--- src/rtl/scroll_window.sv ---
// Scrolling window over a circular sequence of symbol indices.
// A prescaler paces the steps, and the block supports direction, hold, one-shot stop and position load.
module scroll_window #(
    parameter int  DIGITS   = 4,
    parameter int  SYM_W    = 4,
    parameter int  MSG_LEN  = 16,
    parameter int  PRESCALE = 1,
    localparam int PW       = (MSG_LEN > 1) ? $clog2(MSG_LEN) : 1
) (
    input  logic                    clk,
    input  logic                    rst,
    input  logic                    en,
    input  logic                    dir,
    input  logic                    oneshot,
    input  logic                    load,
    input  logic [PW-1:0]           load_pos,
    output logic [DIGITS*SYM_W-1:0] display,
    output logic [PW-1:0]           pos,
    output logic                    tick,
    output logic                    done
);

    localparam int              PSW      = (PRESCALE > 1) ? $clog2(PRESCALE) : 1;
    localparam logic [PW-1:0]   POS_LAST = PW'(MSG_LEN - 1);
    localparam logic [PW:0]     LEN_EXT  = (PW+1)'(MSG_LEN);
    localparam logic [PSW-1:0]  PRE_LAST = PSW'(PRESCALE - 1);

    typedef enum logic [1:0] {S_IDLE, S_RUN, S_DONE} state_t;

    state_t         r_state;
    logic [PW-1:0]  r_pos;
    logic [PSW-1:0] r_presc;
    logic           r_tick;
    logic           r_done;

    logic [PW-1:0]  w_pos_next;
    logic [PW-1:0]  w_pos_end;
    logic           w_load_ok;

    always_comb begin
        if (dir) begin
            w_pos_next = (r_pos == '0) ? POS_LAST : r_pos - PW'(1);
        end else begin
            w_pos_next = (r_pos == POS_LAST) ? '0 : r_pos + PW'(1);
        end
    end

    assign w_pos_end = dir ? '0 : POS_LAST;
    assign w_load_ok = ({1'b0, load_pos} < LEN_EXT);

    // NOTE: state is updated with non-blocking assignments so every register samples pre-edge values.
    always_ff @(posedge clk or negedge rst) begin
        if (!rst) begin
            r_state <= S_IDLE;
            r_pos   <= '0;
            r_presc <= '0;
            r_tick  <= 1'b0;
            r_done  <= 1'b0;
        end else if (load) begin
            if (w_load_ok) begin
                r_pos <= load_pos;
            end
            r_presc <= '0;
            r_tick  <= 1'b0;
            r_done  <= 1'b0;
            r_state <= en ? S_RUN : S_IDLE;
        end else begin
            case (r_state)
                S_IDLE: begin
                    r_tick <= 1'b0;
                    if (en) begin
                        r_state <= S_RUN;
                    end
                end
                S_RUN: begin
                    if (!en) begin
                        // Prescaler is kept so a resume continues mid-count.
                        r_tick  <= 1'b0;
                        r_state <= S_IDLE;
                    end else if (r_presc == PRE_LAST) begin
                        r_presc <= '0;
                        r_pos   <= w_pos_next;
                        r_tick  <= 1'b1;
                        if (oneshot && (w_pos_next == w_pos_end)) begin
                            r_state <= S_DONE;
                            r_done  <= 1'b1;
                        end
                    end else begin
                        r_presc <= r_presc + PSW'(1);
                        r_tick  <= 1'b0;
                    end
                end
                S_DONE: begin
                    r_tick <= 1'b0;
                    if (!en) begin
                        r_done  <= 1'b0;
                        r_state <= S_IDLE;
                    end
                end
                default: begin
                    r_state <= S_IDLE;
                    r_tick  <= 1'b0;
                    r_done  <= 1'b0;
                end
            endcase
        end
    end

    // pos < MSG_LEN and k < MSG_LEN, so a single conditional subtract gives the modulo.
    for (genvar k = 0; k < DIGITS; k++) begin : g_digit
        logic [PW:0] w_sum;
        logic [PW:0] w_idx;
        assign w_sum = {1'b0, r_pos} + (PW+1)'(k);
        assign w_idx = (w_sum >= LEN_EXT) ? (w_sum - LEN_EXT) : w_sum;
        assign display[(DIGITS-k)*SYM_W-1 -: SYM_W] = SYM_W'(w_idx);
    end

    assign pos  = r_pos;
    assign tick = r_tick;
    assign done = r_done;

endmodule

--- config.mk ---
export PLATFORM = sky130hd
export DESIGN_NAME = scroll_window
export DESIGN_NICKNAME = d
export VERILOG_FILES = /design/src/rtl/scroll_window.sv
export SDC_FILE = /design/constraint.sdc
export NUM_CORES = 1
export LEC_CHECK = 0
export ABC_AREA = 1
export BUFFER_PORTS_ARGS = -buffer_cell sky130_fd_sc_hd__buf_2
export CAP_MARGIN = 30
export CORE_MARGIN = 5
export CORE_UTILIZATION = 48
export CTS_BUF_LIST = sky130_fd_sc_hd__clkbuf_8
export DETAILED_ROUTE_END_ITERATION = 16
export PLACE_DENSITY = 0.8
export SYNTH_ARGS = -nofsm -noshare
export SYNTH_HDL_FRONTEND = slang
export SYNTH_SLANG_ARGS = --single-unit
--- constraint.sdc ---
create_clock -name clk -period 1.8 [get_ports clk]
set_clock_uncertainty 0.15 [all_clocks]
set_input_delay 0.54 -clock clk [delete_from_list [all_inputs] [get_ports clk]]
set_output_delay 0.54 -clock clk [all_outputs]
set_load 0.02 [all_outputs]
### After elaboration in Yosys (flattened, before gate mapping)

Index checks and enable logic that the tools add are counted.

* equal/unequal tests: 13
* add/subtract/negate cells: 10
* mux-type cells: 34
* magnitude comparators: 4
* reductions and logical operators: 9

Operators with widths (number)
* 4-bit 2-to-1 mux: 12
* 4-bit by 1-bit subtractor with 4-bit output (second input constant): 5
* 5-bit greater-or-equal comparator (second input constant): 3
* 3-bit != test (second input constant): 5
* 1-bit 2-to-1 mux: 14
* 2-bit 2-to-1 mux: 6
* 4-bit by 2-bit adder with 5-bit output (second input constant): 2
* 4-bit != test (second input constant): 2
* 2-bit one-hot mux with 3 select lines: 1
* 4-bit by 1-bit adder with 5-bit output (second input constant): 1
* 4-bit by 5-bit greater-or-equal comparator with 1-bit output (second input constant): 1
* 5-bit AND reduction: 1
* 4-bit by 1-bit adder with 4-bit output (second input constant): 1
* 4-bit == test: 1
* 4-bit == test (second input constant): 1
* 4-bit logical NOT: 1
* 2-bit != test (second input constant): 2
* 4-bit AND reduction: 1
* 2-bit nonzero test: 2
* 1-bit one-hot mux with 3 select lines: 1
* 3-bit AND reduction: 1
* 2-bit by 1-bit == test with 1-bit output (second input constant): 1
* 2-bit == test (second input constant): 1
* 2-bit logical NOT: 1
* other kinds (3): 3

* input bits: 10
* output and inout port bits: 22
* register bits: 9

### Longest topological paths before layout

Gate-level depths: netlist (run 1).

* depth in word-level cells: 10
* depth in mapped cells: 11
* gate-level depth less buffers: 11

### Least setup slack after synthesis (run 1)

No wires, ideal clock.

* kind: register to output
* start point: register r_pos[2] (netlist: pos[2])
* end point: output display[3]
* required time: 1.110 ns
* setup slack: -0.569 ns
* buffers on the path: 0
* data arrival time: 1.679 ns
* cell stages (with the launch flop): 5
* cell sequence: dfrtp_1 -> ha_1 -> xor2_1 -> a21oi_1 -> a31oi_1

* cells in the longest elaborated chain, start to end: 3
* elaborated cells on any way between the ends: 4

RTL lines
* from (decl): RTL line 31 `logic [PW-1:0] r_pos;`
* from (signal assigned): RTL line 61 `r_pos <= load_pos;`
* from (signal assigned): RTL line 82 `r_pos <= w_pos_next;`
* 4-bit by 2-bit adder with 5-bit output *: RTL line 113 `assign w_sum = {1'b0, r_pos} + (PW+1)'(k);`
* 4-bit by 1-bit subtractor with 4-bit output / 5-bit greater-or-equal comparator (equally long branches): RTL line 114 `assign w_idx = (w_sum >= LEN_EXT) ? (w_sum - LEN_EXT) : w_sum;`
* 4-bit 2-to-1 mux *: RTL line 114
* to (decl): RTL line 17 `output logic [DIGITS*SYM_W-1:0] display,`

Every way passes the cells marked *; elsewhere a longest branch is shown, timed or not.

### Worst setup path after layout (run 1)

* start point: register r_pos[1] (netlist: pos[1])
* end point: output display[2]

Same word-level chain as after synthesis.

==> impl_metrics.py, run 1 <==
metrics = {
    "run_status": {
        "status": "finished, violations left",
        "violations": "setup timing",
    },
    "clock_tree": {
        "insertion_delay_ns": 0.24,
        "clockBufferDepth": 2,
        "cts.clk_slew.worst_paths_ns": 0.04,
        "htreeDepth": 1,
        "ctsRootBufferMaster": "clkbuf_8",
        "clock-sinks": 8,
        "cts_tree": "built",
        "cts_buffers": 3,
    },
    "placed_design": {
        "post-place-ws_ns": -0.138,
        "routabilityCongestion": 0.928,
        "numPlacedInstances": 160,
        "portBuffers": 31,
        "placed_area_sq_um": 1070,
        "place_hpwl_microns": 1820,
    },
    "route": {
        "wl_met3_microns": 421,
        "drcViolationCount": 0,
        "firstDrtPassIters": 5,
        "wl_met1_microns": 1310,
        "top_layer": "met4",
        "routed_wl_microns": 3950,
        "wl_met2_microns": 1890,
        "drt-wirelength-per-cell_microns": 22.8,
        "viasPerCell": 6.11,
        "ant_nets": 0,
        "drt_iter0_drc": 100,
        "num_vias": 1057,
    },
    "worst_setup_path": {
        "required_ns": 1.11,
        "cpLargestDelayFamily": "flip-flops",
        "rrSetupSlack_ns": -0.19,
        "path_max_fanout": 4,
        "cp_slowest_stage_delay_ns": 0.44,
        "start_kind": "register",
        "crit_path_end_kind": "output pin",
        "cp_num_buf_inv": 3,
        "cp.arrival_ns": 1.47,
        "path_cells": "clkinvlp_4 > ha_4 > inv_2 > nand2_2 > and2_4 > buf_6",
        "crit_path_top_delay_cell": "dfrtp_2",
        "path_class": "reg -> out",
    },
    "sta": {
        "final.setup.tns_ns": -3.10,
        "tightest_slew_ns": 0.361,
        "rsz0062_at_grt": "true",
        "hold_violations": 0,
        "finalSetupViolCount": 16,
        "max_freq_mhz": 462,
        "period_needed_ns": 2.16,
        "relSlewSlack": 0.757,
        "fin_crit_sh": 1.20,
        "timing.final.max_slew_violations": 0,
        "worst_slack_ns": -0.363,
    },
    "global_route": {
        "grt_max_degree": 9,
        "grt_overflow": 0,
        "track_usage": 0.246,
        "antenna_found_initial": 0,
        "grt_pass1_vias": 969,
        "grt_pass1_wl_microns": 4620,
    },
    "floorplan": {
        "dieWidth_microns": 49.5,
        "io_pins": 32,
        "dieHeight_microns": 49.5,
        "fp.dieArea_sq_um": 2450,
        "coreArea_sq_um": 1490,
        "rows": 14,
        "initial_utilization": 0.502,
    },
    "synth": {
        "syn_area_per_cell_sq_um": 7.11,
        "syn_nets": 121,
        "synth_warnings": 0,
        "ys_ff_latch": 8,
        "synth_area_sq_um": 747,
        "ys_seq_area_frac": 0.268,
        "syn_inst": 105,
        "synth_cell_types": 26,
    },
    "final_layout": {
        "antenna_cells": 0,
        "final_cells": 173,
        "layout.nets": 174,
        "fill_cells": 42,
        "multi_input_area_sq_um": 604,
        "seq_area_sq_um": 205,
        "drive_gt1_frac": 0.701,
        "area_growth_pct": 89.1,
        "fin_area_sq_um": 1410,
    },
    "power": {
        "p_int_uw": 774,
        "clockPowerShare": 0.162,
        "powerDensity_nw_per_um2": 991,
        "p_seq_frac": 0.171,
        "power_frac_comb": 0.666,
        "ir_worst_vdd_v": 0.000780,
        "switching_power_uw": 626,
        "power_leakage_uw": 0.000700,
        "switching_share": 0.447,
    },
    "flow_run": {
        "cap_violations": 0,
    },
    "min_path": {
        "hp-class": "reg -> reg",
    },
}
## layout make-up
type,count,area share
multi-input combinational,70,0.428
timing repair buffer,56,0.323
sequential,8,0.145
inverter,19,0.0576
clock buffer,3,0.0292
tap,16,0.0142
clock inverter,1,0.00266
## what timing repair did
action,4_1_cts,5_1_grt
hold buffers,1,0
setup endpoints to repair,14,19
endpoints found under the hold margin,8,0
resized for setup,32,32
pin swaps,12,11
setup buffers,7,2
## power by group through the flow
stage / Clock, uW / Combinational, uW / Sequential [uW]
6_report: 227 / 933 / 240
5_1_grt: 238 / 979 / 243
4_1_cts: 223 / 770 / 238
3_5_place_dp: 0 / 619 / 238
3_3_place_gp: 0 / 602 / 235
2_1_floorplan: 0 / 403 / 257
## flip-flops by register name, indices dropped and copies added, names as in the netlist
register and count:
r_state 2, tick 1, done 1, pos 4
## layout by cell type (no fill, tap or decap), drive strengths merged, types with 2 or more instances in the layout
| cell type | n |
|---|---|
| o22ai | 3 |
| nand3 | 11 |
| inv | 18 |
| dfrtp | 8 |
| o21ai | 5 |
| clkinvlp | 2 |
| ha | 6 |
| clkbuf | 3 |
| a31oi | 2 |
| nor2 | 5 |
| o211ai | 3 |
| a21oi | 3 |
| buf | 55 |
| nand2 | 29 |
## worst paths after layout
kind | startpoint | end | cells after the start
max | pos[1] | display[2] | 6
min | done | done | 2
max reg2reg | pos[1] | r_state[1] | 11
min reg2reg | done | done | 2
max in group asynchronous | rst | pos[3] | 2
min in group asynchronous | rst | pos[1] | 2
## worst reg2reg max path: cells and delay by family (launching register included)
family | cells | cell delay [ns]
AND/OR/NAND/NOR | 7 | 0.69
buffers and inverters | 3 | 0.49
flip-flops | 1 | 0.44
adder cells (fa/ha/maj) | 1 | 0.16
## synthesized netlist by cell type, drive strengths merged
cell | instances | area, sq um
nand2 | 29 | 114
inv | 18 | 67.6
and2 | 1 | 6.26
a31oi | 2 | 12.5
buf | 8 | 61.3
nand3 | 11 | 60.1
nor2 | 5 | 45.1
xor2 | 1 | 8.76
ha | 6 | 75.1
a22oi | 1 | 7.51
a21oi | 3 | 15.0
clkinv | 1 | 3.75
dfrtp | 8 | 200
o21ai | 5 | 28.8
o22ai | 3 | 18.8
o211ai | 3 | 22.5
## kinds of logic (layout without fill, tap and decap cells)
family                     Yosys count  in the layout  share of synthesized area
DFF                                  8              8                      0.268
buffers and inverters               27             79                      0.178
adders and majority gates            6              6                      0.100
AOI/OAI and AO/OA                   17             17                      0.141
xor gates and xnor gates             1              1                     0.0117
and+or+nand+nor                     46             46                      0.302
## metrics by stage
stage / hold slack [ns] / utilization / power (uW)
finish: 0.374 / 0.949 / 1400
global route: 0.421 / 0.949 / 1460
CTS: 0.335 / 0.866 / 1230
detailed placement: 0.234 / 0.718 / 857
global placement: 0.229 / 0.718 / 837
floorplan: 0.0944 / - / 659
## layer usage
metal,track usage,vias up
met5,0,-
met4,0.118,0
met3,0.0301,32
met2,0.442,102
met1,0.283,487
li1,-,436
Power figures use the tool's default switching activity.
==> run 2: changes to the inputs <==
TNS_END_PERCENT = 50   (was default)
==> impl_metrics.py, run 2 (synthesis results as in run 1) <==
metrics = {
    "route": {
        "drcViolationCount": 0,
        "viasPerCell": 5.77,
        "ant_nets": 0,
        "drt_iter0_drc": 46,
        "firstDrtPassIters": 4,
        "num_vias": 998,
        "routed_wl_microns": 3310,
        "drt-wirelength-per-cell_microns": 19.2,
    },
    "global_route": {
        "grt_pass1_wl_microns": 4460,
        "antenna_found_initial": 0,
        "grt_overflow": 0,
        "grt_pass1_vias": 913,
        "grt_max_degree": 9,
        "track_usage": 0.239,
    },
    "sta": {
        "timing.final.max_slew_violations": 0,
        "whs_ns": 0.366,
        "period_needed_ns": 2.13,
        "relSlewSlack": 0.823,
        "tightest_slew_ns": 0.265,
        "finalSetupViolCount": 18,
        "rsz0062_at_grt": "true",
        "worst_slack_ns": -0.332,
        "max_freq_mhz": 469,
        "fin_crit_sh": 1.18,
        "hold_violations": 0,
    },
    "power": {
        "switching_power_uw": 600,
        "ir_worst_vdd_v": 0.000615,
        "clockPowerShare": 0.168,
        "switching_share": 0.439,
        "powerDensity_nw_per_um2": 991,
        "power_leakage_uw": 0.000691,
        "power_frac_comb": 0.657,
        "p_int_uw": 766,
        "p_seq_frac": 0.175,
        "p_total_uw": 1370,
    },
    "final_layout": {
        "seq_area_sq_um": 205,
        "multi_input_area_sq_um": 596,
        "largest_reg_flops": 4,
        "mostFrequentLayoutCells": "21 x buf_4, 20 x nand2_1, 19 x buf_2",
        "layout_commonest_cell": "buf_4",
        "fill_cells": 50,
        "area_growth_pct": 84.6,
        "antenna_cells": 0,
        "drive_gt1_frac": 0.669,
        "layout.nets": 174,
        "final_cells": 173,
    },
    "placed_design": {
        "portBuffers": 31,
        "numPlacedInstances": 160,
        "routabilityCongestion": 0.928,
        "place_hpwl_microns": 1820,
    },
    "floorplan": {
        "fp.dieArea_sq_um": 2450,
        "io_pins": 32,
        "dieWidth_microns": 49.5,
        "dieHeight_microns": 49.5,
        "coreArea_sq_um": 1490,
        "initial_utilization": 0.502,
        "rows": 14,
    },
    "worst_setup_path": {
        "path_class": "reg -> out",
        "start_kind": "register",
        "path_max_fanout": 4,
        "required_ns": 1.11,
        "cp.arrival_ns": 1.44,
        "crit_path_end_kind": "output pin",
    },
    "clock_tree": {
        "clockBufferDepth": 2,
        "ctsRootBufferMaster": "clkbuf_8",
        "cts.clk_slew.worst_paths_ns": 0.05,
        "insertion_delay_ns": 0.24,
        "cts_tree": "built",
        "cts_buffers": 3,
        "htreeDepth": 1,
        "clock-sinks": 8,
    },
    "run_status": {
        "violations": "setup timing",
        "status": "finished, violations left",
    },
    "flow_run": {
        "cap_violations": 0,
    },
    "min_path": {
        "hp-class": "reg -> reg",
    },
}
==> run 2: cell counts in the layout (fill, tap and decap cells not counted) <==
No cell type changed its count.
==> run 2: worst paths after layout <==
check                             end    from  slack (ns)  cells after the start
setup / recovery           display[3]  pos[1]       -0.33                      5
hold / removal                   done    done        0.37                      2
setup reg to reg           r_state[0]  pos[1]       -0.10                     10
hold reg to reg                  done    done        0.37                      2
max in group asynchronous      pos[0]     rst        0.79                      2
min in group asynchronous      pos[3]     rst        0.54                      2
==> run 2: what timing repair did <==
item,in CTS,in global routing
hold buffers,1,0
setup buffers,7,2
endpoints found under the setup margin,14,18
pin swaps,8,9
gates resized for setup,27,25
hold endpoints to repair,8,0
==> run 2: metal layers <==
layer  part of all wire  wire [microns]  GRT usage
met1               0.33            1100      0.269
met2               0.51            1700      0.425
met3              0.084             280     0.0301
met4              0.070             233      0.140
met5                  0               0          0
==> run 2: critical path, stage by stage (launching register included) <==
cell and delay (ns):
dfrtp_2 0.45, ha_4 0.20, xor2_4 0.19, a21oi_4 0.06, a31oi_4 0.17, buf_6 0.14
==> run 2: layout make-up <==
| class | count | area share |
|---|---|---|
| tap | 16 | 0.0145 |
| timing repair buffer | 56 | 0.313 |
| sequential | 8 | 0.149 |
| clock buffer | 3 | 0.0299 |
| inverter | 19 | 0.0590 |
| multi-input combinational | 70 | 0.432 |
| clock inverter | 1 | 0.00272 |
==> run 2: power groups by stage <==
stage / Clock, uW / Combinational, uW / Sequential [uW]
2_1_floorplan: 0 / 403 / 257
3_3_place_gp: 0 / 602 / 235
3_5_place_dp: 0 / 619 / 238
4_1_cts: 223 / 766 / 238
5_1_grt: 243 / 938 / 241
6_report: 230 / 897 / 239
==> run 2: metrics by stage <==
step | setup TNS (ns) | setup slack [ns] | area, sq um | utilization
after floorplan | -0.831 | -0.154 | 836 | -
after global placement | -0.0589 | -0.0555 | 1070 | 0.718
after detailed placement | -0.213 | -0.138 | 1070 | 0.718
after CTS | -2.74 | -0.315 | 1290 | 0.864
after global routing | -3.26 | -0.375 | 1380 | 0.926
final | -2.40 | -0.332 | 1380 | 0.926
